## config.mk

```make
export PLATFORM = sky130hd
export DESIGN_NAME = video_packetizer
export DESIGN_NICKNAME = d
export VERILOG_FILES = /design/src/rtl/video_packetizer.sv
export SDC_FILE = /design/constraint.sdc
export NUM_CORES = 1
export LEC_CHECK = 0
export BUFFER_PORTS_ARGS = -buffer_cell sky130_fd_sc_hd__buf_2
export CAP_MARGIN = 40
export CORE_MARGIN = 8
export CORE_UTILIZATION = 47
export CTS_BUF_LIST = sky130_fd_sc_hd__clkbuf_4 sky130_fd_sc_hd__clkbuf_8 sky130_fd_sc_hd__clkbuf_16
export DETAILED_ROUTE_END_ITERATION = 16
export GPL_TIMING_DRIVEN = 0
export PLACE_DENSITY = 0.79
export SETUP_SLACK_MARGIN = 0.1
export SYNTH_ARGS = -nofsm -noshare
export SYNTH_HDL_FRONTEND = slang
export SYNTH_SLANG_ARGS = --single-unit
```

## constraint.sdc

```tcl
create_clock -name clk -period 2.1 [get_ports clk]
set_clock_uncertainty 0.05 [all_clocks]
set_input_delay 0 -clock clk [delete_from_list [all_inputs] [get_ports clk]]
set_output_delay 0 -clock clk [all_outputs]
set_load 0.01 [all_outputs]
```

## src/rtl/video_packetizer.sv

```systemverilog
// Wraps an elementary byte stream into start-code packets: 00 00 01 id, 16-bit length,
// optional 5-byte PTS header (else 0F), then up to PAYLOAD_MAX payload bytes.
//   state   | meaning
//   IDLE    | wait for a full payload, or a final partial one once es_end is set
//   START   | emit 00 00 01 STREAM_ID
//   LEN_HI  | emit length[15:8]
//   LEN_LO  | emit length[7:0]
//   HDR     | emit 0F, or five PTS bytes when a timestamp was latched
//   PAYLOAD | forward plen source bytes, bubbling while the source is empty
//   DONE    | stream finished, stream_end_out held until reset
module video_packetizer #(
  parameter int          PAYLOAD_MAX = 2048,
  parameter logic [7:0]  STREAM_ID   = 8'hE0
) (
  input  logic        clk,
  input  logic        rst,
  input  logic        clk_en,
  input  logic [7:0]  es_in,
  input  logic        es_empty,
  input  logic [15:0] es_level,
  input  logic        es_end,
  output logic        es_rd,
  input  logic        pts_valid,
  input  logic [32:0] pts,
  output logic        pts_ack,
  input  logic        out_afull,
  output logic [7:0]  stream_out,
  output logic        stream_wr,
  output logic        stream_end_out
);

  typedef enum logic [2:0] {IDLE, START, LEN_HI, LEN_LO, HDR, PAYLOAD, DONE} state_t;

  localparam logic [15:0] PMAX = 16'(PAYLOAD_MAX);

  state_t      state;
  logic [15:0] remaining;
  logic [15:0] len_field;
  logic [2:0]  idx;
  logic        has_pts;
  logic [32:0] pts_q;

  logic        emit;
  logic        start_pkt;
  logic [15:0] plen_next;
  logic [7:0]  start_byte;
  logic [7:0]  hdr_byte;

  assign emit      = clk_en && !out_afull;
  assign start_pkt = (es_level >= PMAX) || (es_end && es_level != 16'd0);
  assign plen_next = (es_level >= PMAX) ? PMAX : es_level;
  assign es_rd     = rst && emit && !es_empty && (state == PAYLOAD);

  always_comb begin
    start_byte = STREAM_ID;
    case (idx)
      3'd0:    start_byte = 8'h00;
      3'd1:    start_byte = 8'h00;
      3'd2:    start_byte = 8'h01;
      default: start_byte = STREAM_ID;
    endcase
  end

  // PTS marker-bit layout: each 15-bit chunk is followed by a 1 marker bit.
  always_comb begin
    hdr_byte = 8'h0F;
    if (has_pts) begin
      case (idx)
        3'd0:    hdr_byte = {4'b0010, pts_q[32:30], 1'b1};
        3'd1:    hdr_byte = pts_q[29:22];
        3'd2:    hdr_byte = {pts_q[21:15], 1'b1};
        3'd3:    hdr_byte = pts_q[14:7];
        default: hdr_byte = {pts_q[6:0], 1'b1};
      endcase
    end
  end

  always_ff @(posedge clk) begin
    if (!rst) begin
      state          <= IDLE;
      remaining      <= 16'd0;
      len_field      <= 16'd0;
      idx            <= 3'd0;
      has_pts        <= 1'b0;
      pts_q          <= 33'd0;
      pts_ack        <= 1'b0;
      stream_out     <= 8'h00;
      stream_wr      <= 1'b0;
      stream_end_out <= 1'b0;
    end else if (clk_en) begin
      stream_wr <= 1'b0;
      pts_ack   <= 1'b0;
      case (state)
        IDLE: begin
          if (start_pkt) begin
            state     <= START;
            remaining <= plen_next;
            len_field <= 16'(plen_next + (pts_valid ? 16'd5 : 16'd1));
            has_pts   <= pts_valid;
            pts_q     <= pts;
            pts_ack   <= pts_valid;
            idx       <= 3'd0;
          end else if (es_end && es_level == 16'd0 && es_empty) begin
            state          <= DONE;
            stream_end_out <= 1'b1;
          end
        end
        START: if (emit) begin
          stream_wr  <= 1'b1;
          stream_out <= start_byte;
          if (idx == 3'd3) begin
            idx   <= 3'd0;
            state <= LEN_HI;
          end else begin
            idx <= idx + 3'd1;
          end
        end
        LEN_HI: if (emit) begin
          stream_wr  <= 1'b1;
          stream_out <= len_field[15:8];
          state      <= LEN_LO;
        end
        LEN_LO: if (emit) begin
          stream_wr  <= 1'b1;
          stream_out <= len_field[7:0];
          state      <= HDR;
        end
        HDR: if (emit) begin
          stream_wr  <= 1'b1;
          stream_out <= hdr_byte;
          if (!has_pts || idx == 3'd4) begin
            idx   <= 3'd0;
            state <= PAYLOAD;
          end else begin
            idx <= idx + 3'd1;
          end
        end
        PAYLOAD: if (emit && !es_empty) begin
          stream_wr  <= 1'b1;
          stream_out <= es_in;
          remaining  <= remaining - 16'd1;
          if (remaining == 16'd1) state <= IDLE;
        end
        DONE: stream_end_out <= 1'b1;
        default: state <= IDLE;
      endcase
    end else begin
      stream_wr <= 1'b0;
      pts_ack   <= 1'b0;
    end
  end

endmodule

```

**Word level (Yosys, flattened, before mapping)**

Cells that the tools add are included.

- Register bits after elaboration: 83
- Latch bits: 0
- Bits in writable memories: 0
- Bits in read-only memories: 0
- Input bits: 64
- Output and inout port bits: 12
- Memories: 0

- $add $sub $neg: 3
- Multiply operators: 0
- Divide/modulo/power cells: 0
- Magnitude comparators: 1
- Equality and inequality tests: 23
- Shift-type cells: 0
- Mux-type cells: 37
- Bitwise gates (word level): 1
- Reductions and logical operators: 31

Operators by type and width:

| operator | number |
|---|---|
| 2-to-1 mux 16 bit | 3 |
| 2-to-1 mux 3 bit | 16 |
| 2-to-1 mux 8 bit | 6 |
| one-hot mux 8 bit (5 select lines) | 1 |
| one-hot mux 16 bit (2 select lines) | 1 |
| one-hot mux 8 bit (4 select lines) | 1 |
| one-hot mux 3 bit (7 select lines) | 1 |
| inequality test 2 bit (second input constant) | 9 |
| adder 16 x 3 -> 16 bit | 1 |
| == test 16 x 1 -> 1 bit (second input constant) | 1 |
| >= comparator 16 x 12 -> 1 bit (second input constant) | 1 |
| zero test 16 bit | 1 |
| one-hot mux 8 bit (2 select lines) | 1 |
| nonzero test 16 bit | 1 |
| subtractor 16 x 1 -> 16 bit (second input constant) | 1 |
| == test 3 x 2 -> 1 bit (second input constant) | 4 |
| == test 3 bit (second input constant) | 4 |
| AND reduction 4 bit | 3 |
| AND reduction 11 bit | 1 |
| one-hot mux 3 bit (3 select lines) | 1 |
| logical AND 1 bit | 8 |
| AND reduction 7 bit | 1 |
| == test 3 x 1 -> 1 bit (second input constant) | 2 |
| zero test 3 bit | 2 |
| other kinds (16) | 25 |

**Longest topological paths before layout**

- Depth after elaboration: 6
- Mapped depth: 10

**Worst setup path after synthesis**

Ideal clock, no wire load.

- Path kind: register to register
- From: reg idx[2]
- To: reg stream_out[2]
- Library setup time: 0.130 ns
- Data arrival time: 2.110 ns
- Required time: 1.920 ns
- Setup slack: -0.190 ns
- Stages on the path, launching flop included: 11
- Path buffers: 3
- Period minus slack after synthesis: 2.290 ns
- Path through: dfxtp_1 > clkbuf_1 > inv_1 > ha_1 > clkbuf_1 > o21ba_2 > clkbuf_1 > mux2i_1 > a21oi_1 > a221oi_1 > o22ai_1

- Cells in the longest elaborated chain, start to end: 5
- Elaborated cells between the ends (all ways): 8

RTL lines:

| element | RTL line | text |
|---|---|---|
| start, declared | 39 | `logic [2:0] idx;` |
| start signal, assigned | 115 | `idx <= idx + 3'd1;` |
| start signal, assigned | 135 | `idx <= idx + 3'd1;` |
| == test 3 x 2 -> 1 bit (tied with other cells) | 68 | `case (idx)` |
| one-hot mux 8 bit (4 select lines) * | 68 |  |
| 2-to-1 mux 8 bit * | 67 | `if (has_pts) begin` |
| 2-to-1 mux 8 bit * | 128 | `HDR: if (emit) begin` |
| one-hot mux 8 bit (5 select lines) * | 93 | `case (state)` |
| end signal, assigned | 125 | `stream_out <= len_field[7:0];` |
| end signal, assigned | 130 | `stream_out <= hdr_byte;` |
| end signal, assigned | 140 | `stream_out <= es_in;` |
| end, declared | 27 | `output logic [7:0] stream_out,` |

Mark *: on every way between the ends. The rest lies on a longest branch, timed or not. The select of a mux whose other input is x is not followed.
A chain may end at the register's enable or synchronous reset.

**Final worst setup path**

- From: reg idx[0]
- To: reg state[1]

- Cells in the longest elaborated chain, start to end: 4
- Elaborated cells between the ends (all ways): 6

RTL lines:

| element | RTL line | text |
|---|---|---|
| == test 3 bit | 131 | `if (!has_pts \|\| idx == 3'd4) begin` |
| logical OR 1 bit | 131 |  |
| inequality test 2 bit (no line) | - |  |
| AND reduction 11 bit (no line) * | - |  |
| end signal, assigned | 133 | `state <= PAYLOAD;` |
| end signal, assigned | 142 | `if (remaining == 16'd1) state <= IDLE;` |
| end signal, assigned | 145 | `default: state <= IDLE;` |
| end, declared | 36 | `state_t state;` |

Mark *: on every way between the ends. The rest lies on a longest branch, timed or not.

==> results.md <==
* Status: complete, but fails checks
* Violated checks: negative setup slack
* Post-Synthesis Cells at ~560
* Number of synthesized flops with an enable pin at 0
* Hold wc startpoint: es_level[0]
* Clock slew at reported path FFs at 0.10 ns
* Number of global-route vias before repair at 4,911
* Clock root buffer: clkbuf_8
* Clk sinks at 83
* Mapped Area at around 4400 um^2
* Crit path kind: reg -> reg
* Seq/Total Area, Yosys at 38.1%
* Gate power share at 28.7%
* Syn avg cell area at 7.79 um^2
* Gpl congestion at between 0.9 and 1
* Die Y at 112 um
* PD cells at 699 nW/um^2
* RSZ-0062 raised after global routing: true
* Min Hold Slack at between 0.01 and 0.015 ns
* Initial antenna violation count at 0
* Terminus of the critical flop-to-flop path: state[1]
* Post-Syn Nets at 633
* Worst endpoint required time at 2.32 ns
* CP startpoint kind: register
* Core footprint at 9110 um^2
* Top layer in use: met4
* Vias/cell at roughly 6.3
* Worst Hold Class: in -> reg
* Port buffer count at 74
* Flops & latches, synth at 83
* Wire length on met1 at slightly above 6 mm
* Dpl hpwl at 10.3 mm
* Clock buffer depth at 2
* Synth async-reset ratio at 0%
* FF-to-FF path depth at 8
* RR Startpoint: idx[0]
* Hold Path Depth at 3
* Largest net degree at the start of global routing at 18
* Post-DRT Antenna Nets at 0
* Drt first pass iters at 5
* First-pass GRT wire length at 24.2 mm
* Starting density of the core at 47.8%
* GRT Residual Overflow at 0
* Die area at 12,600 um^2
* Sw frac at between 30% and 40%
* Iter 0 DRT Violations at about 680
* H-Tree Depth at 3
* R2r setup slk at -0.11 ns
* Io pins at 76
* Pint at 2.65 mW
* Tot GR Track Use at 23.6%
* CTS buffer count at 9
* Final WS setup at -0.113 ns
* WL/cell at 19.6 um
* Main synth FF type: dfxtp_1
* Final WL at 16.0 mm
* Dpl ws at -0.261 ns
* Area growth, synth to finish at 36.3%
* Fin crit share at 105%
* Met3 WL at ~1.7 mm
* Critical Path AT at around 2.4 ns
* Synth cell types at 67
* Max-Cap Viols at 0
* Nets at 776
* Static Leak at 2.32 nW
* Die width at roughly 110 um
* Max-slew headroom at between 50% and 60%
* Fmax at roughly 0.45 GHz
* Clock share of power at 27.9%
* Max Slew Vio Count at 0
* CTS tree: yes
* Met2 routed wirelength at 7.39 mm
* Rows at 35
* Share of cells above drive strength 1 at 27.0%
* Crit-path max FO at 5
* Sequential power share at 43.4%
* DRC viols at 0
* Antenna Cells at 0
* Hold Vio Cnt, Final at 0
* Net switching power at 1.50 mW
* CP Capture Type: register
* Fin crit period at 2.21 ns
* Least-Margin Pin Slew at 0.654 ns
* Clock Latency Late Sink at 0.38 ns
* Final setup violation count at 3
* Synth warn at 0
* Vias at 5,126
* VDD IR max at between 0.3 and 0.4 mV
* Hold Crit Endpoint: len_field[0]
-- worst max-delay path, cell delays in order, from the launching register on --
cell     delay, ns
dfxtp_4       0.38
ha_4          0.17
ha_4          0.17
nor4b_1       0.47
a31oi_2       0.14
and3_1        0.26
nand3_2       0.13
a21oi_1       0.07
o221a_2       0.27
-- cells by family after synthesis --
family | count (synthesis) | synth area share [%]
AO/OA/AOI/OAI | 163 | 25.2
XOR/XNOR | 13 | 2.61
adder cells (fa/ha/maj) | 10 | 2.87
buffers and inverters | 50 | 5.05
flip-flops | 83 | 38.1
multiplexers | 4 | 0.919
AND/OR/NAND/NOR | 236 | 25.2
-- routing by layer --
metal,vias up,GRT usage (%)
met5,-,0
met4,0,12.7
met3,100,5.69
met2,388,38.7
met1,2355,28.0
li1,2283,-
-- area by class of cell --
cell class,count,area (um^2)
Tap cell,111,139
Clock inverter,7,65.1
Fill cell,705,3170
Buffer,39,241
Clock buffer,9,124
Inverter,11,45.0
Multi-Input combinational cell,426,2730
Sequential cell,83,1680
Timing Repair Buffer,132,910
-- power groups by stage --
stage	sequential, mW	combinational [mW]	clock (mW)
global route	1.81	1.27	1.22
floorplan	1.80	0.624	0
CTS	1.79	1.05	1.15
detailed placement	1.82	0.904	0
finish	1.80	1.19	1.16
global placement	1.81	0.877	0
-- state kept, by name (all words and copies together) (netlist names) --
name,flops
stream_out,8
stream_wr,1
remaining,16
pts_ack,1
has_pts,1
idx,3
pts_q,33
len_field,16
state,3
stream_end_out,1
-- cells in the final DEF, fill, tap and decap left out, types with 4 or more instances in the layout --
master,count
a222oi_1,7
dlygate4sd3_1,40
and2_1,6
dfxtp_1,75
a21oi_1,63
ha_4,6
a22o_1,4
a22oi_1,5
xnor2_1,8
nand3_1,13
nand2_1,115
a31oi_1,6
clkbuf_8,10
or3_1,5
nor2b_1,4
nor2_1,40
xor2_1,5
ha_1,4
clkbuf_2,9
o31a_1,5
or4_4,4
buf_4,24
o21ai_0,21
mux2i_1,4
clkbuf_1,13
inv_1,7
buf_2,76
a21o_1,4
and3_1,10
dfxtp_2,5
a211oi_1,6
nor3_1,4
-- repair_timing --
action,4_1_cts,5_1_grt
pin swaps,10,15
resized for setup,48,45
buffers inserted,7,11
hold buffers,40,0
endpoints found under the hold margin,41,0
setup endpoints to repair,75,36
-- how the worst max path moves through the flow --
stage                             from       endpoint  slack [ns]  depth (start not counted)
after floorplan                 idx[0]  stream_out[2]        0.11                          9
after global placement        state[0]   len_field[6]       -0.21                          7
after detailed placement  es_level[15]   len_field[7]       -0.26                         10
after CTS                     state[2]   remaining[8]        0.07                          9
after global routing            idx[1]       state[1]       -0.18                          8
final                           idx[0]       state[1]       -0.11                          8
-- cell usage after synthesis (all sizes together) (5+ instances only) --
cell,n,area share [%]
a211oi,7,1.2
a21oi,64,7.4
a221oi,6,1.3
a222oi,7,1.6
a22oi,5,0.86
a31oi,7,1.0
and2,6,0.86
and3,10,1.4
buf,13,1.9
clkbuf,26,2.2
dfxtp,83,38
ha,10,2.9
inv,10,0.86
nand2,118,10
nand3,14,1.6
nor2,42,3.6
nor2b,5,0.72
nor3,9,1.1
o21ai,25,2.9
o31a,5,1.0
or3,8,1.1
xnor2,8,1.6
xor2,5,1.0
-- through the flow --
| step | utilization [%] | power (mW) | cell area [um^2] | TNS (ns) | cells |
|---|---|---|---|---|---|
| 2_1_floorplan | - | 2.43 | 4380 | 0 | 559 |
| 3_5_place_dp | 53.6 | 2.72 | 4880 | -7.48 | 744 |
| 6_report | 65.2 | 4.15 | 5940 | -0.176 | 818 |
| 5_1_grt | 65.2 | 4.30 | 5940 | -0.480 | 818 |
| 4_1_cts | 62.9 | 3.99 | 5730 | 0 | 807 |
| 3_3_place_gp | 53.6 | 2.69 | 4880 | -4.18 | 744 |
Power figures use the tool's default switching activity.
